### src/rtl/deco_seq_if.sv
// Handshake bus between a 3-bit code producer and the sequenced decoder.
// The producer drives in_valid/in_code; the decoder returns in_ready, the one-hot word and its fill level.
interface deco_seq_if #(
    parameter int DEPTH = 4
);
    logic                     in_valid;
    logic [2:0]               in_code;
    logic                     in_ready;
    logic [7:0]               y;
    logic                     y_valid;
    logic [$clog2(DEPTH):0]   level;

    modport master (
        output in_valid, in_code,
        input  in_ready, y, y_valid, level
    );

    modport slave (
        input  in_valid, in_code,
        output in_ready, y, y_valid, level
    );
endinterface

### src/rtl/deco_seq.sv
// FIFO-buffered 3-to-8 decoder: each code is driven one-hot for HOLD cycles, first word one edge after the push.
// Backpressure: in_ready = !full (and low in reset); a full FIFO refuses pushes even on an edge that pops.
module deco_seq #(
    parameter int HOLD  = 4,
    parameter int DEPTH = 4
) (
    input  logic        clk,
    input  logic        rst,
    deco_seq_if.slave   bus
);
    localparam int AW = $clog2(DEPTH);
    localparam int LW = AW + 1;

    typedef enum logic {IDLE, DRIVE} state_t;

    state_t          state_q, state_d;
    logic [7:0]      timer_q, timer_d;
    logic [7:0]      y_q, y_d;
    logic            yv_q, yv_d;
    logic [AW-1:0]   wr_ptr_q, rd_ptr_q;
    logic [LW-1:0]   level_q;
    logic [2:0]      mem_q [DEPTH];

    logic            full;
    logic            push;
    logic            pop;
    logic [2:0]      head;

    assign full         = (level_q == LW'(DEPTH));
    assign bus.in_ready = !rst && !full;
    assign push         = bus.in_valid && bus.in_ready;
    assign head         = mem_q[rd_ptr_q];

    assign bus.y        = y_q;
    assign bus.y_valid  = yv_q;
    assign bus.level    = level_q;

    always_comb begin
        state_d = state_q;
        timer_d = timer_q;
        y_d     = y_q;
        yv_d    = yv_q;
        pop     = 1'b0;
        case (state_q)
            IDLE: begin
                if (level_q != '0) begin
                    pop     = 1'b1;
                    y_d     = 8'd1 << head;
                    yv_d    = 1'b1;
                    timer_d = 8'(HOLD - 1);
                    state_d = DRIVE;
                end
            end
            DRIVE: begin
                if (timer_q != 8'd0) begin
                    timer_d = timer_q - 8'd1;
                end else if (level_q != '0) begin
                    // Chain straight into the next word so strobes stay gap-free.
                    pop     = 1'b1;
                    y_d     = 8'd1 << head;
                    timer_d = 8'(HOLD - 1);
                end else begin
                    y_d     = 8'h00;
                    yv_d    = 1'b0;
                    state_d = IDLE;
                end
            end
            default: begin
                state_d = IDLE;
                y_d     = 8'h00;
                yv_d    = 1'b0;
                timer_d = 8'd0;
            end
        endcase
    end

    always_ff @(posedge clk) begin
        if (rst) begin
            state_q  <= IDLE;
            timer_q  <= 8'd0;
            y_q      <= 8'h00;
            yv_q     <= 1'b0;
            wr_ptr_q <= '0;
            rd_ptr_q <= '0;
            level_q  <= '0;
        end else begin
            state_q <= state_d;
            timer_q <= timer_d;
            y_q     <= y_d;
            yv_q    <= yv_d;
            if (push) begin
                wr_ptr_q <= wr_ptr_q + AW'(1);
            end
            if (pop) begin
                rd_ptr_q <= rd_ptr_q + AW'(1);
            end
            case ({push, pop})
                2'b10:   level_q <= level_q + LW'(1);
                2'b01:   level_q <= level_q - LW'(1);
                default: level_q <= level_q;
            endcase
        end
    end

    // Storage needs no reset: level and pointers alone define what is valid.
    always_ff @(posedge clk) begin
        if (push) begin
            mem_q[wr_ptr_q] <= bus.in_code;
        end
    end
endmodule

### src/flat_wrapper.sv
// flat-port wrapper written by rule: the top's interface ports become plain ports
module deco_seq_flat 
#(
    parameter int HOLD  = 4,
    parameter int DEPTH = 4
)
  (clk, rst, bus_in_valid, bus_in_code, bus_in_ready, bus_y, bus_y_valid, bus_level);
  deco_seq_if #(.DEPTH(DEPTH)) bus_i ();
  input  logic clk;
  input  logic rst;
  input wire logic [$bits(bus_i.in_valid)-1:0] bus_in_valid;
  input wire logic [$bits(bus_i.in_code)-1:0] bus_in_code;
  output wire logic [$bits(bus_i.in_ready)-1:0] bus_in_ready;
  output wire logic [$bits(bus_i.y)-1:0] bus_y;
  output wire logic [$bits(bus_i.y_valid)-1:0] bus_y_valid;
  output wire logic [$bits(bus_i.level)-1:0] bus_level;
  assign bus_i.in_valid = bus_in_valid;
  assign bus_i.in_code = bus_in_code;
  assign bus_in_ready = bus_i.in_ready;
  assign bus_y = bus_i.y;
  assign bus_y_valid = bus_i.y_valid;
  assign bus_level = bus_i.level;
  deco_seq #(.HOLD(HOLD), .DEPTH(DEPTH)) u_core (.clk(clk), .rst(rst), .bus(bus_i));
endmodule
### config.mk
export PLATFORM = sky130hd
export DESIGN_NAME = deco_seq_flat
export DESIGN_NICKNAME = d
export VERILOG_FILES = /design/src/rtl/deco_seq_if.sv /design/src/rtl/deco_seq.sv /design/src/flat_wrapper.sv
export SDC_FILE = /design/constraint.sdc
export NUM_CORES = 1
export LEC_CHECK = 0
export BUFFER_PORTS_ARGS = -buffer_cell sky130_fd_sc_hd__buf_2
export CAP_MARGIN = 20
export CORE_ASPECT_RATIO = 1.1
export CORE_MARGIN = 3
export CORE_UTILIZATION = 57
export CTS_CLUSTER_DIAMETER = 120
export DETAILED_ROUTE_END_ITERATION = 10
export PLACE_DENSITY = 0.78
export REMOVE_ABC_BUFFERS = 1
export SLEW_MARGIN = 25
export SYNTH_ARGS = -nofsm -noshare
export SYNTH_HDL_FRONTEND = slang
export SYNTH_SLANG_ARGS = --single-unit
export TNS_END_PERCENT = 20
### constraint.sdc
create_clock -name clk -period 2.7 [get_ports clk]
set_input_delay 0.27 -clock clk [delete_from_list [all_inputs] [get_ports clk]]
set_output_delay 0.27 -clock clk [all_outputs]
set_load 0.01 [all_outputs]
Yosys cells after proc, flatten, opt, wreduce, memory -nomap -nowiden
Memory sizes are Yosys's and may differ from the RTL's. A register that Yosys moved wholly into a read port is not among the register bits. Index checks and enable logic that the tools add are counted.

Input port bits: 6. Memories kept: 1. Output and inout bits: 13. RAM bits: 12. Bits in registers: 25.

Bitwise gates (word level): 1. Equality and inequality tests: 6. $add $sub $neg: 5. Shift operators: 1. Reduce and logical (&&, ||, !) cells: 9. Multiplexer cells: 21.

Memory list: u_core.mem_q (words 4, width 3, rd ports 1, clocked after memory_dff 1, wr ports 1, line deco_seq.sv:22) `logic [2:0] mem_q [DEPTH];`.

Operators by type and width (count): $mux 8 (5); $pmux 8 s2 (2); $mux 1 (8); $reduce_bool 8->1 (1); $shl 1x3->8 const A (1); $sub 8x1->8 const B (1); $pmux 1 s2 (3); $pmux 3 s2 (1); $add 2x1->2 const B (2); $mux 2 (2); $ne 2x2->1 const B (2); $add 3x1->3 const B (1); $eq 3x3->1 const B (1); $reduce_and 3->1 (1); $reduce_bool 3->1 (1); $sub 3x1->3 const B (1); $eq 2x1->1 const B (1); $eq 2x2->1 const B (1); $logic_and 1x1->1 (2); $logic_not 1->1 (2); $ne 2x1->1 const B (1); $reduce_and 2->1 (1); $reduce_bool 2->1 (1); $not 1->1 (1).

Longest topological paths before layout
Gate-level depths: netlist of run 1.

Word-level depth: 6. Gate-level depth with buffers: 11. Depth with buffers taken out: 11.

Worst setup path after synthesis of run 1
OpenSTA, ideal clock, no wires.

Path kind: register to register. Start point: register u_core.timer_q[0]. End point: register u_core.level_q[2] (netlist: u_core.bus.level[2]). Setup slack: 0.199 ns. Library setup time: 0.070 ns. Arrival time: 2.431 ns. Period minus slack after synthesis: 2.501 ns. Data required time: 2.630 ns. Stages on the path, launching flop included: 12. Cells stage by stage: dfxtp_1 > inv_1 > ha_1 > nor3b_1 > a21boi_1 > nor2_1 > ha_1 > inv_1 > fa_1 > xor2_1 > or3_1 > a21oi_1.

Word-level cells in the longest chain between the ends: 5. Elaborated cells on any way between the ends: 7. Those cells by class: eq/ne: 2; mux: 3; reduce/logical: 2.

Ends and longest elaborated chain: start, declared (line deco_seq.sv:17) `logic [7:0] timer_q, timer_d;`; start signal, assigned (line deco_seq.sv:88) `timer_q <= timer_d;`; $reduce_bool 8->1 * (line deco_seq.sv:55) `if (timer_q != 8'd0) begin`; $mux 1 * (line deco_seq.sv:55); $pmux 1 s2 * (line deco_seq.sv:44) `case (state_q)`; via u_core.pop (line deco_seq.sv:26) `logic pop;`; $eq 2x1->1 or $eq 2x2->1 (tied branches) (line deco_seq.sv:97) `case ({push, pop})`; $pmux 3 s2 or $reduce_bool 2->1 (tied branches); end signal, assigned (line deco_seq.sv:98) `2'b10: level_q <= level_q + LW'(1);`; end signal, assigned (line deco_seq.sv:99) `2'b01: level_q <= level_q - LW'(1);`; end signal, assigned (line deco_seq.sv:100) `default: level_q <= level_q;`; end, declared (line deco_seq.sv:21) `logic [LW-1:0] level_q;`.

Mark *: on every way through the listed nets, which the timed path passes. The rest lies on a longest branch. A chain may end at the register's enable or synchronous reset.

Worst setup path in the final report of run 1
Ends and elaborated chain as after synthesis.

==> results.sh, run 1 <==
export IMPL_synthFlopType="dfxtp_1"
export IMPL_ys_ff_latch=39
export IMPL_htree_levels=2
export IMPL_synthXorXnorAreaFrac=0.0302
export IMPL_placed_cell_area_sq_um=1880
export IMPL_slew_violations=0
export IMPL_clk_path_buf_depth=2
export IMPL_max_freq_mhz=402
export IMPL_via_per_inst=5.83
export IMPL_core_area_sq_um=2830
export IMPL_p_sw_frac=0.392
export IMPL_worst_slew_pin_slew_ps=635
export IMPL_slew_headroom=0.573
export IMPL_p_leak_nw=0.743
export IMPL_setup_worst_path_class="register to register"
export IMPL_maxCapViolations=0
export IMPL_final_nets=194
export IMPL_root_buffer="clkbuf_4"
export IMPL_status="finished, final reports clean"
export IMPL_io_pins=19
export IMPL_endpoint_kind="register"
export IMPL_synthDistinctLibCells=43
export IMPL_holdWs_ps=145
export IMPL_cp_required_ps=2980
export IMPL_cts_made_buffers=5
export IMPL_grt_usage=0.192
export IMPL_synth_top_area_share=0.311
export IMPL_num_vias=1254
export IMPL_synthSimpleGateAreaFrac=0.183
export IMPL_yosys_area_top_type="dfxtp_1"
export IMPL_reg2reg_slack_ps=210
export IMPL_fin_tns_setup_ps=0
export IMPL_drt_iter0_drc=29
export IMPL_async_flop_share=0
export IMPL_drive_above_1_share=0.225
export IMPL_hold_path_class="input port to register"
export IMPL_die_width_um=58.6
export IMPL_crit_path_start_kind="register"
export IMPL_synth_top_family_by_area="simple AND/OR/NAND/NOR gates"
export IMPL_power_w=0.00197
export IMPL_finalCritPeriodShare=0.922
export IMPL_path_clk_slew_ps=120
export IMPL_fin_skew_ps=11.6
export IMPL_synth_edf_count=12
export IMPL_p_switching_w=0.000772
export IMPL_synth_most_common_cell="dfxtp_1"
export IMPL_grt_pass1_wl_mm=5.50
export IMPL_synth_mux_area_frac=0.0389
export IMPL_holdBufCountCts=0
export IMPL_pwr_share_comb=0.426
export IMPL_dieHeight_um=63.9
export IMPL_syn_to_final_growth_pct=11.5
export IMPL_synth_compound_area_share=0.140
export IMPL_synth_fa_ha_area_frac=0.0547
export IMPL_gp_congestion=0.821
export IMPL_worst_r2r_path_depth=11
export IMPL_drcViolationCount=0
export IMPL_ir_drop_uv=875
export IMPL_seqPwrFrac=0.430
export IMPL_multi_input_area_sq_um=781
export IMPL_yosys_warnings=0
export IMPL_yosys_top_cells_area="dfxtp_1 (31%), edfxtp_1 (21%), ha_1 (4.3%)"
export IMPL_syn_avg_cell_area_sq_um=11.1
export IMPL_grt_overflow_total=0
export IMPL_layout_setup_ws_ps=211
export IMPL_synth_area_sq_um=1740
export IMPL_regArea_sq_um=901
export IMPL_critPathMaxFanout=5
export IMPL_detail_route_wl_per_cell_um=14.2
export IMPL_dp_slack_ps=111
export IMPL_whs_path_depth=1
export IMPL_synthCells=157
export IMPL_clock_sinks=39
export IMPL_start_util=0.615
export IMPL_firstDrtPassIters=4
export IMPL_cp_arrival_ps=2770
export IMPL_period_needed_ps=2490
export IMPL_p_int_w=0.00120
export IMPL_hold_violations=0
export IMPL_numPortBuffers=18
export IMPL_synth_seq_area_share=0.518
export IMPL_final_area_sq_um=1940
export IMPL_grt_pass1_vias=1256
export IMPL_cts_setup_buffers=0
export IMPL_rows=20
export IMPL_p_clk_frac=0.144
export IMPL_power_density_nw_per_um2=1020
export IMPL_place_hpwl_mm=2.26
export IMPL_antennaDiodeCount=0
export IMPL_dieArea_sq_um=3750
export IMPL_antenna_found_initial=0
export IMPL_fill_cells=229
export IMPL_cts_tree="yes"
export IMPL_postRouteAntennaNets=0
export IMPL_clkLatencyLatePin_ps=340
export IMPL_cts_resized=0
export IMPL_setup_viol=0
export IMPL_synth_top_cells_by_count="dfxtp_1 (27), nor2_1 (17), edfxtp_1 (12)"
export IMPL_grt_max_degree=26
export IMPL_routed_wl_mm=3.06
## registers in the layout, indices dropped and copies added (netlist names), named ones only
name,count
u_core.bus.level,3
u_core.bus.y,8
u_core.bus.y_valid,1
u_core.mem_q,12
u_core.rd_ptr_q,2
u_core.state_q,1
u_core.timer_q,8
u_core.wr_ptr_q,2
## cell families after synthesis
group                      Yosys count
DFF                                 39
and+or+nand+nor                     52
xor gates and xnor gates             6
buffers and inverters               16
adders and majority gates            7
AOI/OAI and AO/OA                   34
muxes                                3
## cell type report
cell class,count,area share
flip-flops and latches,39,0.465
multi-input cells,102,0.403
repair buffers,22,0.0620
clock buffers,6,0.0213
inverters,11,0.0213
well taps,33,0.0213
clock inverters,2,0.00646
## critical path, cell delays in order, from the launching register on
cell	delay, ps
dfxtp_1	360
inv_1	70
ha_1	220
nor3b_2	250
a21boi_1	110
nor2_1	150
ha_1	200
inv_1	60
fa_1	370
xor2_1	180
or3_1	310
a21oi_1	160
## metal layers
metal / wire (um) / global-route usage / up-vias
met2: 1490 / 0.328 / 31
met5: 0 / 0 / -
met3: 150 / 0.0606 / 8
met4: 61 / 0.0680 / 0
met1: 1360 / 0.223 / 592
li1: - / - / 623
## power by group through the flow
stage	Clock, W	Combinational, W	Sequential, W
after detailed placement	0	0.000830	0.000857
after CTS	0.000291	0.000836	0.000843
final	0.000283	0.000838	0.000847
after global routing	0.000313	0.000960	0.000871
after floorplan	0	0.000584	0.000850
after global placement	0	0.000796	0.000845
## stage by stage
stage,instances,util
floorplan,152,-
global placement,207,0.665
detailed placement,207,0.665
CTS,215,0.684
global route,215,0.685
finish,215,0.685
## worst paths after layout
check,start,endpoint
hold reg to reg,u_core.bus.y[3],u_core.bus.y[3]
setup reg to reg,u_core.timer_q[0],u_core.bus.level[2]
hold / removal,bus_in_code[1],u_core.mem_q[0][1]
setup / recovery,u_core.timer_q[0],u_core.bus.level[2]
## cell usage in the layout, fill, tap and decap left out, drive strengths merged
master / count
a211oi: 6
a21boi: 1
a21oi: 8
a22o: 2
a22oi: 1
a32o: 4
a32oi: 1
and2: 5
and3: 1
buf: 22
clkbuf: 6
clkinv: 1
clkinvlp: 1
dfxtp: 27
edfxtp: 12
fa: 1
ha: 6
inv: 11
mux4: 3
nand2: 2
nand2b: 4
nand3: 1
nand3b: 1
nor2: 17
nor3: 6
nor3b: 1
nor4: 2
nor4b: 3
o211ai: 3
o21ai: 6
o31ai: 2
or2: 2
or3: 4
or3b: 1
or4: 2
xnor2: 2
xor2: 4
Note: power is estimated with default switching activity, not from simulation.
==> inputs of run 2 (changes only) <==
--- a/config.mk
+++ b/config.mk
@@ -7,12 +7,14 @@
 export LEC_CHECK = 0
 export BUFFER_PORTS_ARGS = -buffer_cell sky130_fd_sc_hd__buf_2
 export CAP_MARGIN = 20
+export CELL_PAD_IN_SITES_DETAIL_PLACEMENT = 0
+export CELL_PAD_IN_SITES_GLOBAL_PLACEMENT = 1
 export CORE_ASPECT_RATIO = 1.1
 export CORE_MARGIN = 3
-export CORE_UTILIZATION = 57
+export CORE_UTILIZATION = 45
 export CTS_CLUSTER_DIAMETER = 120
 export DETAILED_ROUTE_END_ITERATION = 10
-export PLACE_DENSITY = 0.78
+export PLACE_DENSITY_LB_ADDON = 0.1
 export REMOVE_ABC_BUFFERS = 1
 export SLEW_MARGIN = 25
 export SYNTH_ARGS = -nofsm -noshare
==> constraint.sdc (replaced) <==
create_clock -name clk -period 2.7 [get_ports clk]
set_input_delay 0.27 -clock clk [delete_from_list [all_inputs] [get_ports clk]]
set_output_delay 0.27 -clock clk [all_outputs]
set_load 0.05 [all_outputs]
==> results.sh, run 2 (synthesized netlist as in run 1, its figures left out) <==
export IMPL_layout_cells_non_filler=232
export IMPL_worst_r2r_path_depth=11
export IMPL_postRouteAntennaNets=0
export IMPL_fin_tns_setup_ps=0
export IMPL_firstDrtPassIters=4
export IMPL_reg2reg_from="u_core.timer_q[0]"
export IMPL_p_leak_nw=0.774
export IMPL_dp_slack_ps=108
export IMPL_htree_levels=2
export IMPL_die_width_um=65.3
export IMPL_fill_cells=361
export IMPL_setup_worst_path_class="register to register"
export IMPL_hold_path_class="input port to register"
export IMPL_detail_route_wl_per_cell_um=13.6
export IMPL_gp_congestion=0.793
export IMPL_drt_iter0_drc=51
export IMPL_dieArea_sq_um=4640
export IMPL_critPathMaxFanout=5
export IMPL_start_util=0.472
export IMPL_antenna_found_initial=0
export IMPL_holdBufCountCts=0
export IMPL_power_density_nw_per_um2=1140
export IMPL_setup_viol=0
export IMPL_clkLatencyLatePin_ps=280
export IMPL_fin_skew_ps=1.99
export IMPL_drive_above_1_share=0.242
export IMPL_grt_pass1_wl_mm=5.32
export IMPL_cp_startpoint="u_core.timer_q[0]"
export IMPL_num_vias=1227
export IMPL_top_register="u_core.mem_q"
export IMPL_reg2reg_slack_ps=220
export IMPL_endpoint_kind="register"
export IMPL_clk_path_buf_depth=2
export IMPL_slew_violations=0
export IMPL_use_met1=0.167
export IMPL_grt_usage=0.146
export IMPL_syn_to_final_growth_pct=16.8
export IMPL_finalCritPeriodShare=0.917
export IMPL_root_buffer="clkbuf_8"
export IMPL_crit_path_start_kind="register"
export IMPL_dieHeight_um=71.2
export IMPL_core_area_sq_um=3680
export IMPL_grt_busiest_layer="met2"
export IMPL_worst_slew_pin_slew_ps=580
export IMPL_io_pins=19
export IMPL_ir_drop_uv=623
export IMPL_crit_end="u_core.bus.level[2]"
export IMPL_drcViolationCount=0
export IMPL_gr_usage_met3=0.0365
export IMPL_period_needed_ps=2480
export IMPL_grt_overflow_total=0
export IMPL_hold_violations=0
export IMPL_mostFrequentLayoutCell="dfxtp_1"
export IMPL_largest_register_ffs=12
export IMPL_place_hpwl_mm=2.30
export IMPL_power_w=0.00232
export IMPL_cts_tree="yes"
export IMPL_grt_max_degree=26
export IMPL_slew_headroom=0.610
export IMPL_cts_made_buffers=5
export IMPL_final_cell_mix="dfxtp_1 (27), buf_2 (18), nor2_1 (16)"
export IMPL_grt_pass1_vias=1223
export IMPL_cp_required_ps=2910
export IMPL_layout_setup_ws_ps=223
export IMPL_numPortBuffers=18
export IMPL_routed_wl_mm=3.15
export IMPL_status="finished, final reports clean"
export IMPL_rsz0062_at_grt="no"
export IMPL_maxCapViolations=0
export IMPL_via_per_inst=5.29
export IMPL_placed_cells=224
export IMPL_final_nets=194
export IMPL_rr_endpoint="u_core.bus.level[2]"
export IMPL_path_clk_slew_ps=80
export IMPL_antennaDiodeCount=0
export IMPL_use_met2=0.261
export IMPL_max_freq_mhz=404
export IMPL_rows=23
export IMPL_clock_sinks=39
export IMPL_cp_arrival_ps=2690
run 2: worst min-delay path by stage:
stage / from / to / slack, ps / depth (start not counted)
after CTS: bus_in_code[2] / u_core.mem_q[2][2] / 200 / 1
after global routing: bus_in_code[2] / u_core.mem_q[2][2] / 200 / 1
after global placement: u_core.bus.y[3] / u_core.bus.y[3] / 450 / 1
after floorplan: rst / u_core.timer_q[6] / 330 / 1
after detailed placement: u_core.bus.y[7] / u_core.bus.y[7] / 450 / 1
final: bus_in_code[1] / u_core.mem_q[2][1] / 210 / 1
run 2: through the flow:
step | hold slack (ps) | util | cell area, sq um
after global placement | 448 | 0.516 | 1900
after CTS | 200 | 0.547 | 2010
after floorplan | 332 | - | 1720
after global routing | 197 | 0.551 | 2030
after detailed placement | 449 | 0.516 | 1900
final | 206 | 0.551 | 2030
run 2: area by class of cell:
| class | instances | area (sq um) | share of cell area |
|---|---|---|---|
| well taps | 50 | 62.6 | 0.0308 |
| clock inverters | 3 | 43.8 | 0.0216 |
| flip-flops and latches | 39 | 901 | 0.444 |
| multi-input cells | 102 | 792 | 0.390 |
| inverters | 11 | 41.3 | 0.0203 |
| clock buffers | 5 | 68.8 | 0.0339 |
| repair buffers | 22 | 120 | 0.0592 |
run 2: what timing repair did:
item | CTS | global route
setup endpoints to repair | 0 | 1
resized for setup | 0 | 4
setup buffers | 0 | 0
run 2: per-layer routing:
metal	share of wire	wire length, um
met1	0.44	1380
met5	0	0
met4	0.0099	31
met3	0.036	114
met2	0.51	1620
run 2: where the power goes:
| group | total, W | internal [W] | switching (W) |
|---|---|---|---|
| Sequential | 0.000851 | 0.000720 | 0.000131 |
| Combinational | 0.000990 | 0.000388 | 0.000603 |
| Clock | 0.000475 | 0.000275 | 0.000200 |
| Total | 0.00232 | 0.00138 | 0.000934 |
run 2: critical path, cell delays in order, from the launching register on:
cell and delay, ps:
dfxtp_1 350, inv_1 70, ha_2 200, nor3b_4 220, a21boi_1 120, nor2_2 170, ha_1 200, inv_1 70
fa_1 370, xor2_1 180, or3_1 300, a21oi_1 160
==> inputs of run 3 (changes only) <==
--- a/config.mk
+++ b/config.mk
@@ -9,11 +9,10 @@
 export CAP_MARGIN = 20
 export CELL_PAD_IN_SITES_DETAIL_PLACEMENT = 0
 export CELL_PAD_IN_SITES_GLOBAL_PLACEMENT = 1
-export CORE_ASPECT_RATIO = 1.1
-export CORE_MARGIN = 3
 export CORE_UTILIZATION = 45
 export CTS_CLUSTER_DIAMETER = 120
 export DETAILED_ROUTE_END_ITERATION = 10
+export MAX_ROUTING_LAYER = met4
 export PLACE_DENSITY_LB_ADDON = 0.1
 export REMOVE_ABC_BUFFERS = 1
 export SLEW_MARGIN = 25
==> results.sh, run 3 (synthesized netlist as in run 1, its figures left out) <==
export IMPL_cp_required_ps=2920
export IMPL_start_util=0.471
export IMPL_hold_path_class="input port to register"
export IMPL_routed_wl_mm=3.11
export IMPL_core_area_sq_um=3690
export IMPL_largest_register_ffs=12
export IMPL_detail_route_wl_per_cell_um=13.5
export IMPL_critPathMaxFanout=5
export IMPL_dieHeight_um=64.1
export IMPL_fill_cells=336
export IMPL_htree_levels=2
export IMPL_antennaDiodeCount=0
export IMPL_p_leak_nw=0.756
export IMPL_drcViolationCount=0
export IMPL_io_pins=19
export IMPL_grt_usage=0.172
export IMPL_syn_to_final_growth_pct=14.4
export IMPL_place_hpwl_mm=2.25
export IMPL_top_register="u_core.mem_q"
export IMPL_grt_pass1_wl_mm=5.31
export IMPL_cts_made_buffers=5
export IMPL_maxCapViolations=0
export IMPL_setup_worst_path_class="register to register"
export IMPL_fin_tns_setup_ps=0
export IMPL_status="finished, final reports clean"
export IMPL_clock_sinks=39
export IMPL_numPortBuffers=18
export IMPL_rsz0062_at_grt="no"
export IMPL_period_needed_ps=2480
export IMPL_slew_violations=0
export IMPL_layout_setup_ws_ps=223
export IMPL_dieArea_sq_um=4110
export IMPL_max_freq_mhz=404
export IMPL_endpoint_kind="register"
export IMPL_grt_pass1_vias=1158
export IMPL_regArea_sq_um=901
export IMPL_root_buffer="clkbuf_8"
export IMPL_power_density_nw_per_um2=1100
export IMPL_postRouteAntennaNets=0
export IMPL_mostFrequentLayoutCell="dfxtp_1"
export IMPL_grt_max_degree=26
export IMPL_multi_input_area_sq_um=781
export IMPL_fin_skew_ps=7.73
export IMPL_firstDrtPassIters=4
export IMPL_die_width_um=64.1
export IMPL_antenna_found_initial=0
export IMPL_final_cell_mix="dfxtp_1 (27), buf_2 (18), nor2_1 (17)"
export IMPL_clkLatencyLatePin_ps=290
export IMPL_finalCritPeriodShare=0.918
export IMPL_drt_iter0_drc=73
export IMPL_slew_headroom=0.581
export IMPL_clk_path_buf_depth=2
export IMPL_via_per_inst=5.27
export IMPL_crit_path_start_kind="register"
export IMPL_setup_viol=0
export IMPL_drive_above_1_share=0.225
export IMPL_rows=22
export IMPL_num_vias=1212
export IMPL_ir_drop_uv=553
export IMPL_cp_arrival_ps=2700
export IMPL_path_clk_slew_ps=70
export IMPL_cts_tree="yes"
export IMPL_final_nets=194
export IMPL_worst_slew_pin_slew_ps=624
export IMPL_gp_congestion=0.749
export IMPL_reg2reg_slack_ps=220
export IMPL_grt_overflow_total=0
export IMPL_dp_slack_ps=146
export IMPL_hold_violations=0
## run 3: through the flow
| step | hold slack (ps) | instance area [sq um] | power, W | util | instances |
|---|---|---|---|---|---|
| finish | 198 | 1990 | 0.00219 | 0.539 | 230 |
| global route | 192 | 1990 | 0.00234 | 0.539 | 230 |
| CTS | 191 | 1980 | 0.00220 | 0.538 | 230 |
| detailed placement | 452 | 1900 | 0.00182 | 0.515 | 222 |
| global placement | 446 | 1900 | 0.00180 | 0.515 | 222 |
| floorplan | 332 | 1720 | 0.00157 | - | 152 |
## run 3: path summary, 6_finish.rpt
path                          start             endpoint  depth (start not counted)
setup / recovery  u_core.timer_q[0]  u_core.bus.level[2]                         11
hold / removal       bus_in_code[2]   u_core.mem_q[3][2]                          1
setup reg to reg  u_core.timer_q[0]  u_core.bus.level[2]                         11
hold reg to reg     u_core.bus.y[7]      u_core.bus.y[7]                          1
## run 3: worst max-delay path, stage by stage (launching register included)
cell and delay [ps]:
dfxtp_1 340, inv_1 60, ha_1 220, nor3b_2 240
a21boi_1 110, nor2_1 180, ha_1 210, inv_1 60
fa_1 370, xor2_1 180, or3_1 300, a21oi_1 140
## run 3: final cells by class
cell class | count | share of cell area
sequential | 39 | 0.453
multi-input combinational | 102 | 0.393
timing repair buffer | 22 | 0.0604
clock buffer | 6 | 0.0365
tap | 48 | 0.0302
inverter | 11 | 0.0208
clock inverter | 2 | 0.00629
## run 3: report_power, final
part | switching, W | total [W] | internal [W]
clock | 0.000198 | 0.000378 | 0.000180
sequential | 0.000126 | 0.000846 | 0.000720
combinational | 0.000589 | 0.000964 | 0.000374
## run 3: timing repair
action | CTS | global route
setup endpoints to repair | 0 | 1
hold endpoints to repair | 0 | 0
setup buffers | 0 | 0
gates resized for setup | 0 | 1
hold buffers | 0 | 0
## run 3: routing by layer
layer	routed length, um	GRT usage
met5	0	-
met4	23	0.0583
met3	105	0.0429
met2	1480	0.269
met1	1490	0.217
